--- config.mk ---
export PLATFORM = sky130hd
export DESIGN_NAME = mem32_port_arbiter
export DESIGN_NICKNAME = d
export VERILOG_FILES = /design/src/rtl/mem32_port_arbiter.sv
export SDC_FILE = /design/constraint.sdc
export NUM_CORES = 1
export LEC_CHECK = 0
export ABC_AREA = 0
export ABC_CLOCK_PERIOD_IN_PS = 4400
export CAP_MARGIN = 0
export CELL_PAD_IN_SITES_DETAIL_PLACEMENT = 1
export CELL_PAD_IN_SITES_GLOBAL_PLACEMENT = 2
export CORE_MARGIN = 4
export CORE_UTILIZATION = 22
export DETAILED_ROUTE_END_ITERATION = 7
export PLACE_DENSITY_LB_ADDON = 0.1
export SLEW_MARGIN = 20
export SYNTH_ARGS = -nofsm -noshare
export SYNTH_HDL_FRONTEND = slang
export SYNTH_SLANG_ARGS = --single-unit
--- constraint.sdc ---
create_clock -name CLK -period 4.4 [get_ports CLK]
set_clock_uncertainty 0.1 [all_clocks]
set_input_delay 0.66 -clock CLK [delete_from_list [all_inputs] [get_ports CLK]]
set_output_delay 0.66 -clock CLK [all_outputs]
set_load 0.005 [all_outputs]
--- src/rtl/mem32_port_arbiter.sv ---
// mem32_port_arbiter
// Round-robin arbiter sharing one 32-bit memory read/write port pair between
// NUM_REQ requesters. One transaction is in flight at a time; byte-enabled
// stores are done as read-modify-write because the memory writes whole words.
module mem32_port_arbiter #(
  parameter int NUM_REQ = 2,
  parameter int ADDR_W  = 32
) (
  input  logic                 CLK,
  input  logic                 RESET,
  input  logic [NUM_REQ-1:0]   req_valid,
  output logic [NUM_REQ-1:0]   req_ready,
  input  logic [NUM_REQ-1:0]   req_write,
  input  logic [NUM_REQ*32-1:0] req_addr,
  input  logic [NUM_REQ*32-1:0] req_wdata,
  input  logic [NUM_REQ*4-1:0] req_be,
  output logic [NUM_REQ-1:0]   rsp_valid,
  input  logic [NUM_REQ-1:0]   rsp_ready,
  output logic [31:0]          rsp_data,
  output logic                 rsp_error,
  output logic [ADDR_W-1:0]    mem_read_address,
  input  logic [31:0]          mem_read_data,
  input  logic                 mem_read_exception,
  output logic                 mem_write_enable,
  output logic [ADDR_W-1:0]    mem_write_address,
  output logic [31:0]          mem_write_data,
  input  logic                 mem_write_exception
);

  localparam int PTR_W = (NUM_REQ > 1) ? $clog2(NUM_REQ) : 1;

  typedef enum logic [1:0] {
    IDLE   = 2'd0,
    ACCESS = 2'd1,
    WRITE  = 2'd2,
    RSP    = 2'd3
  } state_t;

  state_t            state_q, state_d;
  logic [PTR_W-1:0]  rr_ptr_q, rr_ptr_d;
  logic [PTR_W-1:0]  owner_q, owner_d;
  logic [PTR_W-1:0]  grant_idx;
  logic              grant_found;
  logic [31:0]       addr_q, addr_d;
  logic [31:0]       wdata_q, wdata_d;
  logic [31:0]       buf_q, buf_d;
  logic [3:0]        be_q, be_d;
  logic              write_q, write_d;
  logic              err_q, err_d;
  logic [31:0]       merged_word;

  // Round-robin search: first valid requester at or above rr_ptr, with wrap.
  always_comb begin
    int idx;
    idx         = 0;
    grant_found = 1'b0;
    grant_idx   = '0;
    for (int i = 0; i < NUM_REQ; i++) begin
      idx = int'(rr_ptr_q) + i;
      if (idx >= NUM_REQ) idx = idx - NUM_REQ;
      if (!grant_found && req_valid[idx]) begin
        grant_found = 1'b1;
        grant_idx   = PTR_W'(idx);
      end
    end
  end

  // Read-modify-write merge: enabled bytes from the store, the rest from memory.
  always_comb begin
    for (int k = 0; k < 4; k++) begin
      merged_word[8*k +: 8] = be_q[k] ? wdata_q[8*k +: 8] : buf_q[8*k +: 8];
    end
  end

  // Next-state, datapath capture and all outputs of the transaction FSM.
  always_comb begin
    // NOTE: every output and next-value gets a default first, so no path through
    // the case statement can leave one unassigned and infer a latch.
    state_d           = state_q;
    rr_ptr_d          = rr_ptr_q;
    owner_d           = owner_q;
    addr_d            = addr_q;
    wdata_d           = wdata_q;
    be_d              = be_q;
    write_d           = write_q;
    buf_d             = buf_q;
    err_d             = err_q;
    req_ready         = '0;
    rsp_valid         = '0;
    rsp_data          = '0;
    rsp_error         = 1'b0;
    mem_read_address  = '0;
    mem_write_enable  = 1'b0;
    mem_write_address = '0;
    mem_write_data    = '0;

    case (state_q)
      IDLE: begin
        if (grant_found) begin
          req_ready[grant_idx] = 1'b1;
          owner_d  = grant_idx;
          addr_d   = req_addr[32*int'(grant_idx) +: 32];
          wdata_d  = req_wdata[32*int'(grant_idx) +: 32];
          be_d     = req_be[4*int'(grant_idx) +: 4];
          write_d  = req_write[grant_idx];
          buf_d    = '0;
          err_d    = 1'b0;
          state_d  = ACCESS;
        end
      end

      ACCESS: begin
        state_d = RSP;
        if (addr_q[1:0] != 2'b00) begin
          // Misaligned: never touch memory.
          err_d = 1'b1;
        end else if (write_q && be_q == 4'h0) begin
          // Store with no bytes enabled is a no-op.
          err_d = 1'b0;
        end else if (write_q && be_q == 4'hF) begin
          mem_read_address  = ADDR_W'(addr_q);
          mem_write_enable  = 1'b1;
          mem_write_address = ADDR_W'(addr_q);
          mem_write_data    = wdata_q;
          err_d             = mem_write_exception;
        end else begin
          // Load, or first half of a partial store.
          mem_read_address = ADDR_W'(addr_q);
          buf_d            = mem_read_data;
          err_d            = mem_read_exception;
          if (write_q && !mem_read_exception) state_d = WRITE;
        end
      end

      WRITE: begin
        mem_write_enable  = 1'b1;
        mem_write_address = ADDR_W'(addr_q);
        mem_write_data    = merged_word;
        err_d             = mem_write_exception;
        state_d           = RSP;
      end

      RSP: begin
        rsp_valid[owner_q] = 1'b1;
        rsp_data           = write_q ? 32'h0 : buf_q;
        rsp_error          = err_q;
        if (rsp_ready[owner_q]) begin
          state_d  = IDLE;
          rr_ptr_d = (owner_q == PTR_W'(NUM_REQ - 1)) ? '0 : owner_q + 1'b1;
        end
      end

      default: state_d = IDLE;
    endcase
  end

  // State and transaction registers; reset aborts any transaction in flight.
  always_ff @(posedge CLK or posedge RESET) begin
    // NOTE: sequential state uses non-blocking assignments so every register
    // samples pre-edge values regardless of statement order.
    if (RESET) begin
      state_q  <= IDLE;
      rr_ptr_q <= '0;
      owner_q  <= '0;
      addr_q   <= '0;
      wdata_q  <= '0;
      be_q     <= '0;
      write_q  <= 1'b0;
      buf_q    <= '0;
      err_q    <= 1'b0;
    end else begin
      state_q  <= state_d;
      rr_ptr_q <= rr_ptr_d;
      owner_q  <= owner_d;
      addr_q   <= addr_d;
      wdata_q  <= wdata_d;
      be_q     <= be_d;
      write_q  <= write_d;
      buf_q    <= buf_d;
      err_q    <= err_d;
    end
  end

endmodule

# --- Word level (Yosys, flattened, before mapping) ---
# Index checks and enable logic that the tools add are counted.
# W data, S select, Z words.
classes:
  n_addsub: 4
  n_lt_le_gt_ge: 8
  eq_ne: 9
  shift: 3
  n_mux: 63
  n_reduce_logical: 18
op_table:
  columns: ["operator", "count"]
  rows:
  - ["$mux W32", 17]
  - ["$pmux W32 S2", 3]
  - ["$shiftx A64 B7 Y32", 2]
  - ["$lt A32 B3 Y1 const B", 2]
  - ["$mux W8", 4]
  - ["$mux W1", 29]
  - ["$mux W2", 5]
  - ["$ne A2 B2 Y1 const B", 5]
  - ["$pmux W2 S4", 1]
  - ["$reduce_and A2 Y1", 4]
  - ["$shiftx A8 B4 Y4", 1]
  - ["$logic_and A1 B1 Y1", 6]
  - ["$reduce_and A5 Y1", 1]
  - ["$eq A2 B2 Y1 const B", 2]
  - ["$eq A4 B4 Y1 const B", 1]
  - ["$logic_not A4 Y1", 1]
  - ["$lt A1 B2 Y1 const B", 2]
  - ["$reduce_bool A2 Y1", 2]
  - ["$pmux W1 S3", 1]
  - ["$reduce_bool A3 Y1", 1]
  - ["$sub A1 B2 Y3 const B", 1]
  - ["$sub A2 B2 Y3 const B", 1]
  - ["$add A1 B1 Y2 const B", 1]
  - ["$demux W1 S1", 2]
  - ["8 further kinds", 10]
word_totals:
  reg_bits: 106
  output_inout_bits: 134

# --- Logic depth before layout (Yosys ltp) ---
# Gate-level depths: netlist of the first run.
logic_depth:
  word_depth: 15
  ltp_mapped: 9
  depth_no_buf: 6

# --- Least setup slack after synthesis of the first run ---
# Ideal clock, no wire load.
synth_timing:
  kind: "reg-to-output"
  start: "register state_q[1]"
  end: "output port mem_read_address[23]"
  t_arrival_ns: 1.597
  slack_ns: 2.043
  stages_incl_launch_ff: 7
  path_cell_list: "dfrtp_1 -> inv_1 -> ha_1 -> nor3b_2 -> a21boi_2 -> clkbuf_1 -> and2_1"
synth_via:
  elab_chain_len: 2
synth_rtl:
  columns: ["element", "line_no", "text"]
  rows:
  - ["from (decl)", "39", "state_t state_q, state_d;"]
  - ["from (signal assigned)", "172", "state_q <= state_d;"]
  - ["$eq A2 B1 Y1", "97", "case (state_q)"]
  - ["$mux W32", "97", null]
  - ["to (decl)", "21", "output logic [ADDR_W-1:0] mem_read_address,"]
# No other way between the ends.

# --- Worst setup path after layout of the first run ---
layout_timing:
  start: "register state_q[0]"
  end: "output port mem_write_address[12]"
layout_via:
  elab_chain_len: 2
  word_cells_on_any_way: 3
  cone_classes: "eq/ne (2); mux (1)"
layout_rtl:
  columns: ["element", "line_no", "text"]
  rows:
  - ["$eq A2 B2 Y1 / $eq A2 B1 Y1 (equally long branches)", "97", null]
  - ["$pmux W32 S2 *", "97", null]
  - ["to (decl)", "25", "output logic [ADDR_W-1:0] mem_write_address,"]
# Every way passes the cells marked *; elsewhere a longest branch is shown, timed or not.

==> impl_metrics.xml, run 1 <==
<?xml version="1.0" encoding="UTF-8"?>
<metrics>
  <group name="status">
    <metric name="outcome" unit="">finished, final reports clean</metric>
  </group>
  <group name="detailed_routing">
    <metric name="post-route-drc-count" unit="">0</metric>
    <metric name="count_of_nets_left_with_antenna_violations_after_detail_routing" unit="">0</metric>
    <metric name="avgRoutedWirePerCell" unit="microns">19.8</metric>
    <metric name="number_of_drc_violations_after_detailed_routing_iteration_0" unit="">287</metric>
    <metric name="vias_per_cell" unit="">4.56</metric>
    <metric name="vias" unit="">6221</metric>
    <metric name="finalWirelength" unit="microns">27000</metric>
    <metric name="drt-pass1-iter-count" unit="">4</metric>
  </group>
  <group name="critical_path">
    <metric name="worst_r2r_path_depth" unit="">8</metric>
    <metric name="rr_endpoint" unit="">buf_q[5]$_DFFE_PP0P_</metric>
    <metric name="r2r_start" unit="">state_q[1]$_DFFE_PP0P_</metric>
    <metric name="worstSetupStartpointType" unit="">flip-flop</metric>
    <metric name="crit_type" unit="">reg2out</metric>
    <metric name="path_max_fanout" unit="">31</metric>
    <metric name="critical_path_arrival" unit="ns">3.03</metric>
    <metric name="reg_to_reg_setup_timing_slack" unit="ns">1.46</metric>
    <metric name="worstPathRequired" unit="ns">3.64</metric>
    <metric name="endpoint_kind" unit="">output pin</metric>
  </group>
  <group name="clock_tree">
    <metric name="cts_buffer_depth" unit="">2</metric>
    <metric name="tritoncts_clock_tree" unit="">done</metric>
    <metric name="number_of_cells_upsized_or_downsized_after_cts" unit="">0</metric>
    <metric name="cts_setup_buffers" unit="">0</metric>
    <metric name="clockRootBuffer" unit="">sky130_fd_sc_hd__clkbuf_16</metric>
    <metric name="htree_num_levels" unit="">3</metric>
    <metric name="path_clk_slew" unit="ns">0.08</metric>
    <metric name="clock-sinks" unit="">106</metric>
    <metric name="worst_skew_pair.late_latency" unit="ns">0.36</metric>
    <metric name="post_cts_hold_buffer_count" unit="">0</metric>
    <metric name="tritoncts_buffers" unit="">9</metric>
  </group>
  <group name="floorplan">
    <metric name="die_x" unit="microns">175</metric>
    <metric name="die_area" unit="sq um">30500</metric>
    <metric name="io_pins" unit="">312</metric>
    <metric name="core_area" unit="sq um">27200</metric>
    <metric name="row_count" unit="">60</metric>
    <metric name="floorplan.initialDensity" unit="%">22.5</metric>
    <metric name="die_y" unit="microns">175</metric>
  </group>
  <group name="global_route">
    <metric name="grt_remaining_overflow" unit="">0</metric>
    <metric name="antenna_violations_before_repair" unit="">0</metric>
    <metric name="vias_in_the_first_global_route" unit="">6721</metric>
    <metric name="grt_use_total" unit="%">17.3</metric>
    <metric name="grt_pass1_wl" unit="microns">41800</metric>
    <metric name="maximum_number_of_pins_on_one_net_before_global_route_repair" unit="">79</metric>
  </group>
  <group name="timing">
    <metric name="setup-violations-final" unit="">0</metric>
    <metric name="relSlewSlack" unit="%">30.6</metric>
    <metric name="final_period_utilization" unit="%">86.1</metric>
    <metric name="grt_setup_unrepaired" unit="">no</metric>
    <metric name="final_critical_path_setup_slack" unit="ns">0.611</metric>
    <metric name="max_freq" unit="MHz">264</metric>
    <metric name="layout_min_cycle_time" unit="ns">3.79</metric>
    <metric name="report.final.hold_viol_count" unit="">0</metric>
    <metric name="timing.final.max_slew_violations" unit="">0</metric>
    <metric name="setup_total_negative_slack" unit="ns">0</metric>
    <metric name="worst_pin_slew" unit="ns">1.04</metric>
  </group>
  <group name="worst_hold_path">
    <metric name="min_path_type" unit="">reg2reg</metric>
    <metric name="hp-start" unit="">wdata_q[3]$_DFFE_PP0P_</metric>
    <metric name="hold-path-cell-count" unit="">2</metric>
    <metric name="worstHoldEndpoint" unit="">wdata_q[3]$_DFFE_PP0P_</metric>
  </group>
  <group name="finish">
    <metric name="nNetsFinal" unit="">1169</metric>
    <metric name="area_growth" unit="%">62.1</metric>
    <metric name="finish.utilization" unit="%">36.5</metric>
    <metric name="drive_above_1_share" unit="%">4.75</metric>
    <metric name="stdcell_count" unit="">1364</metric>
    <metric name="fillerInstances" unit="">3158</metric>
  </group>
  <group name="power">
    <metric name="switching_share" unit="%">42.9</metric>
    <metric name="p_clk_share" unit="%">16.1</metric>
    <metric name="intPower" unit="mW">2.91</metric>
    <metric name="total_switching_power" unit="mW">2.19</metric>
    <metric name="p_leak" unit="nW">4.11</metric>
    <metric name="power_density" unit="nW/um^2">515</metric>
    <metric name="comb_power_share" unit="%">47.6</metric>
    <metric name="seqPwrFrac" unit="%">36.3</metric>
    <metric name="p_total" unit="mW">5.10</metric>
    <metric name="ir_worst_vdd" unit="mV">0.248</metric>
  </group>
  <group name="placed_design">
    <metric name="placed_cells_incl_taps" unit="">1346</metric>
    <metric name="place.detailed.hpwl" unit="microns">20500</metric>
    <metric name="globalplace.congestion" unit="">0.757</metric>
    <metric name="pre_cts_slack" unit="ns">0.895</metric>
    <metric name="place.port_buffers" unit="">309</metric>
  </group>
  <group name="synthesis">
    <metric name="sequential_fraction_of_the_synthesis_area" unit="%">43.4</metric>
    <metric name="cell_count_after_synthesis" unit="">706</metric>
    <metric name="ys_ff_latch" unit="">106</metric>
    <metric name="asyncSetResetFlopFracSynth" unit="%">100</metric>
    <metric name="yosys_most_used_dff" unit="">sky130_fd_sc_hd__dfrtp_1</metric>
    <metric name="ys.warnings.count" unit="">0</metric>
    <metric name="syn-mean-instance-area" unit="sq um">8.66</metric>
    <metric name="edff_count_synth" unit="">0</metric>
    <metric name="yosysUniqueCellTypes" unit="">40</metric>
    <metric name="mappedNetlistArea" unit="sq um">6110</metric>
  </group>
  <group name="job">
    <metric name="timing.max_cap.violations" unit="">0</metric>
  </group>
</metrics>
[critical path: stages, from the launching register on]
cell,delay (ns)
sky130_fd_sc_hd__dfrtp_1,0.43
sky130_fd_sc_hd__inv_1,0.12
sky130_fd_sc_hd__ha_1,0.43
sky130_fd_sc_hd__inv_1,0.40
sky130_fd_sc_hd__a21oi_2,0.26
sky130_fd_sc_hd__buf_4,0.31
sky130_fd_sc_hd__and2_1,0.18
sky130_fd_sc_hd__clkdlybuf4s50_1,0.51
[sequential cells by signal, indices dropped and copies added, names as in the netlist]
| register | flops |
|---|---|
| addr_q | 32 |
| write_q | 1 |
| wdata_q | 32 |
| buf_q | 32 |
| state_q | 2 |
| rr_ptr_q | 1 |
| be_q | 4 |
| err_q | 1 |
| owner_q | 1 |
[routing by layer]
metal / global-route usage [%] / part of all wire (%)
met1: 23.5 / 47
met2: 27.6 / 45
met5: 0 / 0
met3: 4.76 / 6.8
met4: 3.83 / 1.1
[synth_stat cells (11+ instances only)]
cell type | number | area [sq um]
sky130_fd_sc_hd__mux2i_1 | 39 | 390
sky130_fd_sc_hd__a211oi_1 | 22 | 165
sky130_fd_sc_hd__o21ai_1 | 15 | 75.1
sky130_fd_sc_hd__nand3_1 | 33 | 165
sky130_fd_sc_hd__buf_2 | 20 | 100
sky130_fd_sc_hd__nand2_1 | 138 | 518
sky130_fd_sc_hd__a21oi_1 | 23 | 115
sky130_fd_sc_hd__dfrtp_1 | 106 | 2650
sky130_fd_sc_hd__and2_1 | 94 | 588
sky130_fd_sc_hd__a22o_1 | 11 | 96.3
sky130_fd_sc_hd__o21ai_0 | 83 | 415
sky130_fd_sc_hd__clkbuf_1 | 33 | 124
sky130_fd_sc_hd__a32oi_1 | 31 | 272
[cell type report]
type | instances | area, sq um | area share [%]
clock buffers | 10 | 239 | 2.41
multi-input cells | 533 | 3220 | 32.5
flip-flops and latches | 106 | 2650 | 26.8
inverters | 9 | 36.3 | 0.366
diodes | 2 | 5.00 | 0.0505
clock inverters | 6 | 47.5 | 0.480
well taps | 372 | 465 | 4.70
repair buffers | 326 | 3250 | 32.7
[metrics by stage]
step | hold slack, ns | area [sq um]
floorplan | 0.340 | 6120
global route | 0.402 | 9910
finish | 0.369 | 9910
detailed placement | 0.357 | 9620
CTS | 0.375 | 9910
global placement | 0.353 | 9620
[how the worst max path moves through the flow]
| stage | startpoint | end | slack (ns) | cells after the start |
|---|---|---|---|---|
| 4_1_cts | state_q[0]$_DFFE_PP0P_ | mem_write_address[12] | 0.50 | 7 |
| 2_1_floorplan | RESET | addr_q[0]$_DFFE_PP0P_ | 0.85 | 1 |
| 6_report | state_q[0]$_DFFE_PP0P_ | mem_write_address[12] | 0.61 | 7 |
| 3_3_place_gp | state_q[0]$_DFFE_PP0P_ | mem_write_address[17] | 1.08 | 7 |
| 5_1_grt | state_q[0]$_DFFE_PP0P_ | mem_write_address[12] | 0.33 | 7 |
| 3_5_place_dp | state_q[0]$_DFFE_PP0P_ | mem_write_address[12] | 0.89 | 7 |
[placed cells by master, fill, tap and decap left out, types with 2 or more instances in the layout]
master	instances
sky130_fd_sc_hd__nand2_1	138
sky130_fd_sc_hd__o21ai_0	83
sky130_fd_sc_hd__o21ai_1	13
sky130_fd_sc_hd__a211oi_1	21
sky130_fd_sc_hd__dfrtp_1	106
sky130_fd_sc_hd__nor2_1	7
sky130_fd_sc_hd__nor3b_2	2
sky130_fd_sc_hd__buf_4	15
sky130_fd_sc_hd__inv_6	3
sky130_fd_sc_hd__a32oi_1	31
sky130_fd_sc_hd__mux2i_1	39
sky130_fd_sc_hd__and2_1	94
sky130_fd_sc_hd__nand3_1	33
sky130_fd_sc_hd__conb_1	2
sky130_fd_sc_hd__ha_1	6
sky130_fd_sc_hd__a21oi_1	23
sky130_fd_sc_hd__diode_2	2
sky130_fd_sc_hd__a41o_1	2
sky130_fd_sc_hd__nand4_1	2
sky130_fd_sc_hd__clkdlybuf4s50_1	309
sky130_fd_sc_hd__clkbuf_16	9
sky130_fd_sc_hd__o21ai_4	2
sky130_fd_sc_hd__inv_1	8
sky130_fd_sc_hd__and3_1	5
sky130_fd_sc_hd__a22o_1	11
sky130_fd_sc_hd__buf_12	2
[power by group through the flow]
stage	combinational [mW]	clock, mW	sequential, mW
2_1_floorplan	1.41	0	1.65
3_3_place_gp	2.44	0	1.89
3_5_place_dp	2.49	0	1.88
4_1_cts	2.49	0.860	1.87
5_1_grt	2.74	0.893	1.93
6_report	2.43	0.821	1.85
[cells by family after synthesis]
kind of cell | Yosys count | share of synthesized area (%)
flops | 106 | 43.4
buf+inv | 68 | 4.87
fa+ha+maj | 6 | 1.23
other cells | 1 | 0.0613
mux | 39 | 6.39
compound gates | 197 | 20.5
simple gates | 289 | 23.6
Note: power is estimated with default switching activity, not from simulation.
==> inputs of run 2 (changes only) <==
Settings changed: PLACE_DENSITY set to 0.84, PLACE_DENSITY_LB_ADDON 0.1 to not set.
==> impl_metrics.xml, run 2 (synthesis gave the netlist of run 1 again) <==
<?xml version="1.0" encoding="UTF-8"?>
<metrics>
  <group name="worst_hold_path">
    <metric name="min_path_type" unit="">reg2reg</metric>
    <metric name="hp-start" unit="">wdata_q[1]$_DFFE_PP0P_</metric>
  </group>
  <group name="timing">
    <metric name="final_critical_path_setup_slack" unit="ns">0.729</metric>
    <metric name="setup-violations-final" unit="">0</metric>
    <metric name="timing.final.max_slew_violations" unit="">0</metric>
    <metric name="max_freq" unit="MHz">272</metric>
    <metric name="layout_min_cycle_time" unit="ns">3.67</metric>
    <metric name="grt_setup_unrepaired" unit="">no</metric>
    <metric name="relSlewSlack" unit="%">37.8</metric>
    <metric name="final_period_utilization" unit="%">83.4</metric>
    <metric name="report.final.hold_viol_count" unit="">0</metric>
    <metric name="worst_pin_slew" unit="ns">0.933</metric>
    <metric name="setup_total_negative_slack" unit="ns">0</metric>
  </group>
  <group name="finish">
    <metric name="mostFrequentLayoutCell" unit="">sky130_fd_sc_hd__clkdlybuf4s50_1</metric>
    <metric name="stdcell_count" unit="">1362</metric>
    <metric name="final_design_area_no_fill" unit="sq um">9930</metric>
    <metric name="fillerInstances" unit="">3175</metric>
    <metric name="finish.utilization" unit="%">36.5</metric>
    <metric name="top_regs" unit="">addr_q: 32 flops, buf_q: 32 flops, wdata_q: 32 flops</metric>
    <metric name="area_growth" unit="%">62.4</metric>
    <metric name="regArea" unit="sq um">2650</metric>
    <metric name="nNetsFinal" unit="">1168</metric>
    <metric name="layout.cells.most_common_list" unit="">sky130_fd_sc_hd__clkdlybuf4s50_1 (309), sky130_fd_sc_hd__nand2_1 (138), sky130_fd_sc_hd__dfrtp_1 (106)</metric>
    <metric name="drive_above_1_share" unit="%">4.55</metric>
    <metric name="multiInputGateArea" unit="sq um">3220</metric>
  </group>
  <group name="global_route">
    <metric name="antenna_violations_before_repair" unit="">1</metric>
    <metric name="grt_pass1_wl" unit="microns">41200</metric>
    <metric name="grt_remaining_overflow" unit="">0</metric>
    <metric name="maximum_number_of_pins_on_one_net_before_global_route_repair" unit="">82</metric>
    <metric name="vias_in_the_first_global_route" unit="">6810</metric>
    <metric name="grt_use_total" unit="%">17.0</metric>
  </group>
  <group name="placed_design">
    <metric name="place.port_buffers" unit="">309</metric>
    <metric name="placed_cells_incl_taps" unit="">1345</metric>
    <metric name="pre_cts_slack" unit="ns">1.02</metric>
    <metric name="globalplace.congestion" unit="">0.747</metric>
    <metric name="place.detailed.hpwl" unit="microns">19600</metric>
    <metric name="placement.cell_area" unit="sq um">9600</metric>
  </group>
  <group name="floorplan">
    <metric name="row_count" unit="">60</metric>
    <metric name="core_area" unit="sq um">27200</metric>
    <metric name="io_pins" unit="">312</metric>
    <metric name="die_y" unit="microns">175</metric>
    <metric name="die_x" unit="microns">175</metric>
    <metric name="die_area" unit="sq um">30500</metric>
    <metric name="floorplan.initialDensity" unit="%">22.5</metric>
  </group>
  <group name="detailed_routing">
    <metric name="vias_per_cell" unit="">4.64</metric>
    <metric name="drt-pass1-iter-count" unit="">4</metric>
    <metric name="number_of_drc_violations_after_detailed_routing_iteration_0" unit="">374</metric>
    <metric name="vias" unit="">6317</metric>
    <metric name="finalWirelength" unit="microns">26600</metric>
    <metric name="post-route-drc-count" unit="">0</metric>
    <metric name="avgRoutedWirePerCell" unit="microns">19.5</metric>
    <metric name="count_of_nets_left_with_antenna_violations_after_detail_routing" unit="">0</metric>
  </group>
  <group name="critical_path">
    <metric name="endpoint_kind" unit="">output pin</metric>
    <metric name="worstSetupStartpointType" unit="">flip-flop</metric>
    <metric name="critical_path_arrival" unit="ns">2.91</metric>
    <metric name="r2r_start" unit="">state_q[1]$_DFFE_PP0P_</metric>
    <metric name="path_max_fanout" unit="">21</metric>
    <metric name="crit_type" unit="">reg2out</metric>
    <metric name="worst_setup_path_startpoint" unit="">state_q[1]$_DFFE_PP0P_</metric>
    <metric name="worstPathRequired" unit="ns">3.64</metric>
  </group>
  <group name="power">
    <metric name="p_leak" unit="nW">4.12</metric>
    <metric name="power_density" unit="nW/um^2">524</metric>
    <metric name="ir_worst_vdd" unit="mV">0.174</metric>
  </group>
  <group name="clock_tree">
    <metric name="tritoncts_clock_tree" unit="">done</metric>
    <metric name="htree_num_levels" unit="">3</metric>
    <metric name="clockRootBuffer" unit="">sky130_fd_sc_hd__clkbuf_16</metric>
    <metric name="cts_setup_buffers" unit="">0</metric>
    <metric name="clock-sinks" unit="">106</metric>
    <metric name="post_cts_hold_buffer_count" unit="">0</metric>
    <metric name="path_clk_slew" unit="ns">0.07</metric>
    <metric name="cts_buffer_depth" unit="">2</metric>
    <metric name="tritoncts_buffers" unit="">9</metric>
    <metric name="number_of_cells_upsized_or_downsized_after_cts" unit="">0</metric>
    <metric name="worst_skew_pair.late_latency" unit="ns">0.35</metric>
  </group>
  <group name="status">
    <metric name="outcome" unit="">finished, final reports clean</metric>
  </group>
  <group name="job">
    <metric name="timing.max_cap.violations" unit="">0</metric>
  </group>
</metrics>
run 2: changes by cell type in the layout (fill, tap and decap cells not counted):
cell                        before  now
sky130_fd_sc_hd__clkinv_2        1    0
sky130_fd_sc_hd__diode_2         2    1
sky130_fd_sc_hd__clkinv_4        1    0
sky130_fd_sc_hd__clkbuf_1        0    1
sky130_fd_sc_hd__inv_6           3    2
sky130_fd_sc_hd__bufinv_16       0    2
sky130_fd_sc_hd__buf_12          2    1
run 2: area by class of cell:
class                   count  area share [%]
repair buffers            325            32.5
multi-input cells         533            32.4
flip-flops and latches    106            26.7
well taps                 372            4.69
clock buffers              11            2.44
clock inverters             5           0.857
inverters                   9           0.365
diodes                      1          0.0252
run 2: per-layer routing:
| metal | track usage, % | vias up | share of wire (%) |
|---|---|---|---|
| li1 | - | 3024 | - |
| met1 | 22.6 | 3044 | 43 |
| met2 | 28.1 | 225 | 48 |
| met3 | 3.57 | 24 | 6.9 |
| met4 | 4.88 | 0 | 1.6 |
| met5 | 0 | - | 0 |
run 2: path summary, 6_finish.rpt:
kind / to / slack [ns] / cells after the start
max: mem_write_data[31] / 0.73 / 7
min: wdata_q[1]$_DFFE_PP0P_ / 0.37 / 2
max reg2reg: buf_q[16]$_DFFE_PP0P_ / 1.23 / 7
min reg2reg: wdata_q[1]$_DFFE_PP0P_ / 0.37 / 2
max in group asynchronous: buf_q[30]$_DFFE_PP0P_ / 2.71 / 3
min in group asynchronous: wdata_q[7]$_DFFE_PP0P_ / 0.73 / 2
run 2: report_power, final:
| group | internal (mW) | switching [mW] | total (mW) |
|---|---|---|---|
| Combinational | 1.10 | 1.36 | 2.46 |
| Sequential | 1.41 | 0.422 | 1.83 |
| Clock | 0.520 | 0.393 | 0.913 |
run 2: worst max-delay path, stage by stage (launching register included):
cell	delay (ns)
sky130_fd_sc_hd__dfrtp_1	0.43
sky130_fd_sc_hd__inv_1	0.14
sky130_fd_sc_hd__ha_1	0.27
sky130_fd_sc_hd__nor3b_2	0.26
sky130_fd_sc_hd__nand4_2	0.16
sky130_fd_sc_hd__buf_4	0.29
sky130_fd_sc_hd__a211oi_1	0.43
sky130_fd_sc_hd__clkdlybuf4s50_1	0.59
run 2: stage by stage:
stage	power (mW)	hold WS (ns)
2_1_floorplan	3.06	0.340
3_3_place_gp	4.27	0.351
3_5_place_dp	4.37	0.357
4_1_cts	5.31	0.374
5_1_grt	5.66	0.392
6_report	5.20	0.369
==> inputs of run 3 (changes only) <==
Settings changed: ABC_CLOCK_PERIOD_IN_PS 4400 to 3690.
Clock period 4.4 ns to 3.69 ns, I/O delays scaled along.
==> impl_metrics.xml, run 3 (synthesis gave the netlist of run 1 again) <==
<?xml version="1.0" encoding="UTF-8"?>
<metrics>
  <group name="critical_path">
    <metric name="critical_path.max_stage_delay" unit="ns">0.59</metric>
    <metric name="worstSetupStartpointType" unit="">flip-flop</metric>
    <metric name="crit_type" unit="">reg2out</metric>
    <metric name="r2r_start" unit="">state_q[1]$_DFFE_PP0P_</metric>
    <metric name="timing.critical_path.slowest_stage_cell" unit="">sky130_fd_sc_hd__clkdlybuf4s50_1</metric>
    <metric name="critical_path_arrival" unit="ns">2.87</metric>
    <metric name="worst_setup_path_startpoint" unit="">state_q[1]$_DFFE_PP0P_</metric>
    <metric name="reg_to_reg_setup_timing_slack" unit="ns">0.81</metric>
    <metric name="critical_path_buf_inv_count" unit="">3</metric>
    <metric name="critPathTopFamily" unit="">buffers and inverters</metric>
    <metric name="crit_path_cell_trace" unit="">inv_1 -&gt; ha_1 -&gt; nor3b_2 -&gt; nand4_2 -&gt; buf_4 -&gt; a211oi_1 -&gt; clkdlybuf4s50_1</metric>
    <metric name="path_max_fanout" unit="">21</metric>
    <metric name="endpoint_kind" unit="">output pin</metric>
    <metric name="worstPathRequired" unit="ns">3.04</metric>
  </group>
  <group name="placed_design">
    <metric name="placement.cell_area" unit="sq um">9650</metric>
    <metric name="globalplace.congestion" unit="">0.784</metric>
    <metric name="placed_cells_incl_taps" unit="">1350</metric>
    <metric name="pre_cts_slack" unit="ns">0.497</metric>
    <metric name="place.port_buffers" unit="">309</metric>
    <metric name="place.detailed.hpwl" unit="microns">20000</metric>
  </group>
  <group name="detailed_routing">
    <metric name="vias_per_cell" unit="">4.62</metric>
    <metric name="count_of_nets_left_with_antenna_violations_after_detail_routing" unit="">0</metric>
    <metric name="finalWirelength" unit="microns">26700</metric>
    <metric name="post-route-drc-count" unit="">0</metric>
    <metric name="number_of_drc_violations_after_detailed_routing_iteration_0" unit="">279</metric>
    <metric name="vias" unit="">6313</metric>
    <metric name="drt-pass1-iter-count" unit="">4</metric>
    <metric name="avgRoutedWirePerCell" unit="microns">19.6</metric>
  </group>
  <group name="worst_hold_path">
    <metric name="min_path_type" unit="">reg2reg</metric>
    <metric name="hp-start" unit="">wdata_q[8]$_DFFE_PP0P_</metric>
  </group>
  <group name="global_route">
    <metric name="grt_use_total" unit="%">17.2</metric>
    <metric name="maximum_number_of_pins_on_one_net_before_global_route_repair" unit="">80</metric>
    <metric name="grt_pass1_wl" unit="microns">41100</metric>
    <metric name="grt_remaining_overflow" unit="">0</metric>
    <metric name="antenna_violations_before_repair" unit="">0</metric>
    <metric name="vias_in_the_first_global_route" unit="">6774</metric>
  </group>
  <group name="power">
    <metric name="p_clk_share" unit="%">16.6</metric>
    <metric name="p_total" unit="mW">6.18</metric>
    <metric name="comb_power_share" unit="%">48.9</metric>
    <metric name="total_switching_power" unit="mW">2.61</metric>
    <metric name="power_density" unit="nW/um^2">620</metric>
    <metric name="ir_worst_vdd" unit="mV">0.265</metric>
    <metric name="switching_share" unit="%">42.3</metric>
    <metric name="intPower" unit="mW">3.56</metric>
    <metric name="p_leak" unit="nW">4.14</metric>
    <metric name="seqPwrFrac" unit="%">34.5</metric>
  </group>
  <group name="clock_tree">
    <metric name="clock-sinks" unit="">106</metric>
    <metric name="cts_buffer_depth" unit="">2</metric>
    <metric name="tritoncts_clock_tree" unit="">done</metric>
    <metric name="worst_skew_pair.late_latency" unit="ns">0.35</metric>
    <metric name="htree_num_levels" unit="">3</metric>
    <metric name="post_cts_hold_buffer_count" unit="">0</metric>
    <metric name="clockRootBuffer" unit="">sky130_fd_sc_hd__clkbuf_16</metric>
    <metric name="tritoncts_buffers" unit="">9</metric>
    <metric name="path_clk_slew" unit="ns">0.07</metric>
  </group>
  <group name="finish">
    <metric name="finish.utilization" unit="%">36.6</metric>
    <metric name="mostFrequentLayoutCell" unit="">sky130_fd_sc_hd__clkdlybuf4s50_1</metric>
    <metric name="area_growth" unit="%">62.9</metric>
    <metric name="nNetsFinal" unit="">1173</metric>
    <metric name="drive_above_1_share" unit="%">5.13</metric>
    <metric name="antenna_cells" unit="">0</metric>
    <metric name="top_regs" unit="">addr_q: 32 flops, buf_q: 32 flops, wdata_q: 32 flops</metric>
    <metric name="stdcell_count" unit="">1366</metric>
    <metric name="final_design_area_no_fill" unit="sq um">9960</metric>
    <metric name="layout.cells.most_common_list" unit="">sky130_fd_sc_hd__clkdlybuf4s50_1 (309), sky130_fd_sc_hd__nand2_1 (138), sky130_fd_sc_hd__dfrtp_1 (106)</metric>
  </group>
  <group name="timing">
    <metric name="setup-violations-final" unit="">0</metric>
    <metric name="final_critical_path_setup_slack" unit="ns">0.168</metric>
    <metric name="layout_min_cycle_time" unit="ns">3.52</metric>
    <metric name="max_freq" unit="MHz">284</metric>
    <metric name="worst_pin_slew" unit="ns">0.996</metric>
    <metric name="timing.final.max_slew_violations" unit="">0</metric>
    <metric name="setup_total_negative_slack" unit="ns">0</metric>
    <metric name="min_hold_slack" unit="ns">0.371</metric>
    <metric name="grt_setup_unrepaired" unit="">no</metric>
    <metric name="final_period_utilization" unit="%">95.5</metric>
    <metric name="relSlewSlack" unit="%">33.6</metric>
    <metric name="report.final.hold_viol_count" unit="">0</metric>
  </group>
  <group name="floorplan">
    <metric name="core_area" unit="sq um">27200</metric>
    <metric name="die_x" unit="microns">175</metric>
    <metric name="row_count" unit="">60</metric>
    <metric name="floorplan.initialDensity" unit="%">22.5</metric>
    <metric name="die_y" unit="microns">175</metric>
    <metric name="io_pins" unit="">312</metric>
    <metric name="die_area" unit="sq um">30500</metric>
  </group>
  <group name="job">
    <metric name="timing.max_cap.violations" unit="">0</metric>
  </group>
  <group name="status">
    <metric name="outcome" unit="">finished, final reports clean</metric>
  </group>
</metrics>
[run 3: path summary, 6_finish.rpt]
path / depth (start not counted) / to
max in group asynchronous: 3 / addr_q[25]$_DFFE_PP0P_
min: 2 / wdata_q[8]$_DFFE_PP0P_
max reg2reg: 8 / buf_q[3]$_DFFE_PP0P_
min in group asynchronous: 2 / wdata_q[4]$_DFFE_PP0P_
min reg2reg: 2 / wdata_q[8]$_DFFE_PP0P_
max: 7 / mem_write_data[31]
[run 3: layer usage]
metal  GRT usage, %  part of all wire [%]  up-vias
met5              0                     0        -
met4           3.24                   1.1        0
met3           4.13                   5.7       15
met2           29.6                    49      196
met1           22.1                    44     3068
li1               -                     -     3034
[run 3: area by class of cell]
class                           count  area, sq um
Sequential cell                   106         2650
Tap cell                          372          465
Fill cell                        3149        17200
Timing Repair Buffer              330         3280
Clock inverter                      5         62.6
Inverter                            9         36.3
Clock buffer                       11          243
Multi-Input combinational cell    533         3220
[run 3: repair_timing]
action / 4_1_cts / 5_1_grt
resized for setup: 0 / 1
setup endpoints to repair: 0 / 1
setup buffers: 0 / 0
endpoints found under the hold margin: 0 / 0
[run 3: worst min-delay path: cells and delay by family, from the launching register on]
family	cells	cell delay (ns)
AND/OR/NAND/NOR	2	0.10
flip-flops	1	0.35
[run 3: power by group through the flow]
| stage | combinational [mW] | sequential [mW] | clock, mW |
|---|---|---|---|
| after CTS | 3.09 | 2.14 | 1.07 |
| after floorplan | 1.68 | 1.96 | 0 |
| after global routing | 3.39 | 2.22 | 1.12 |
| final | 3.02 | 2.13 | 1.03 |
| after global placement | 2.99 | 2.15 | 0 |
| after detailed placement | 3.08 | 2.16 | 0 |
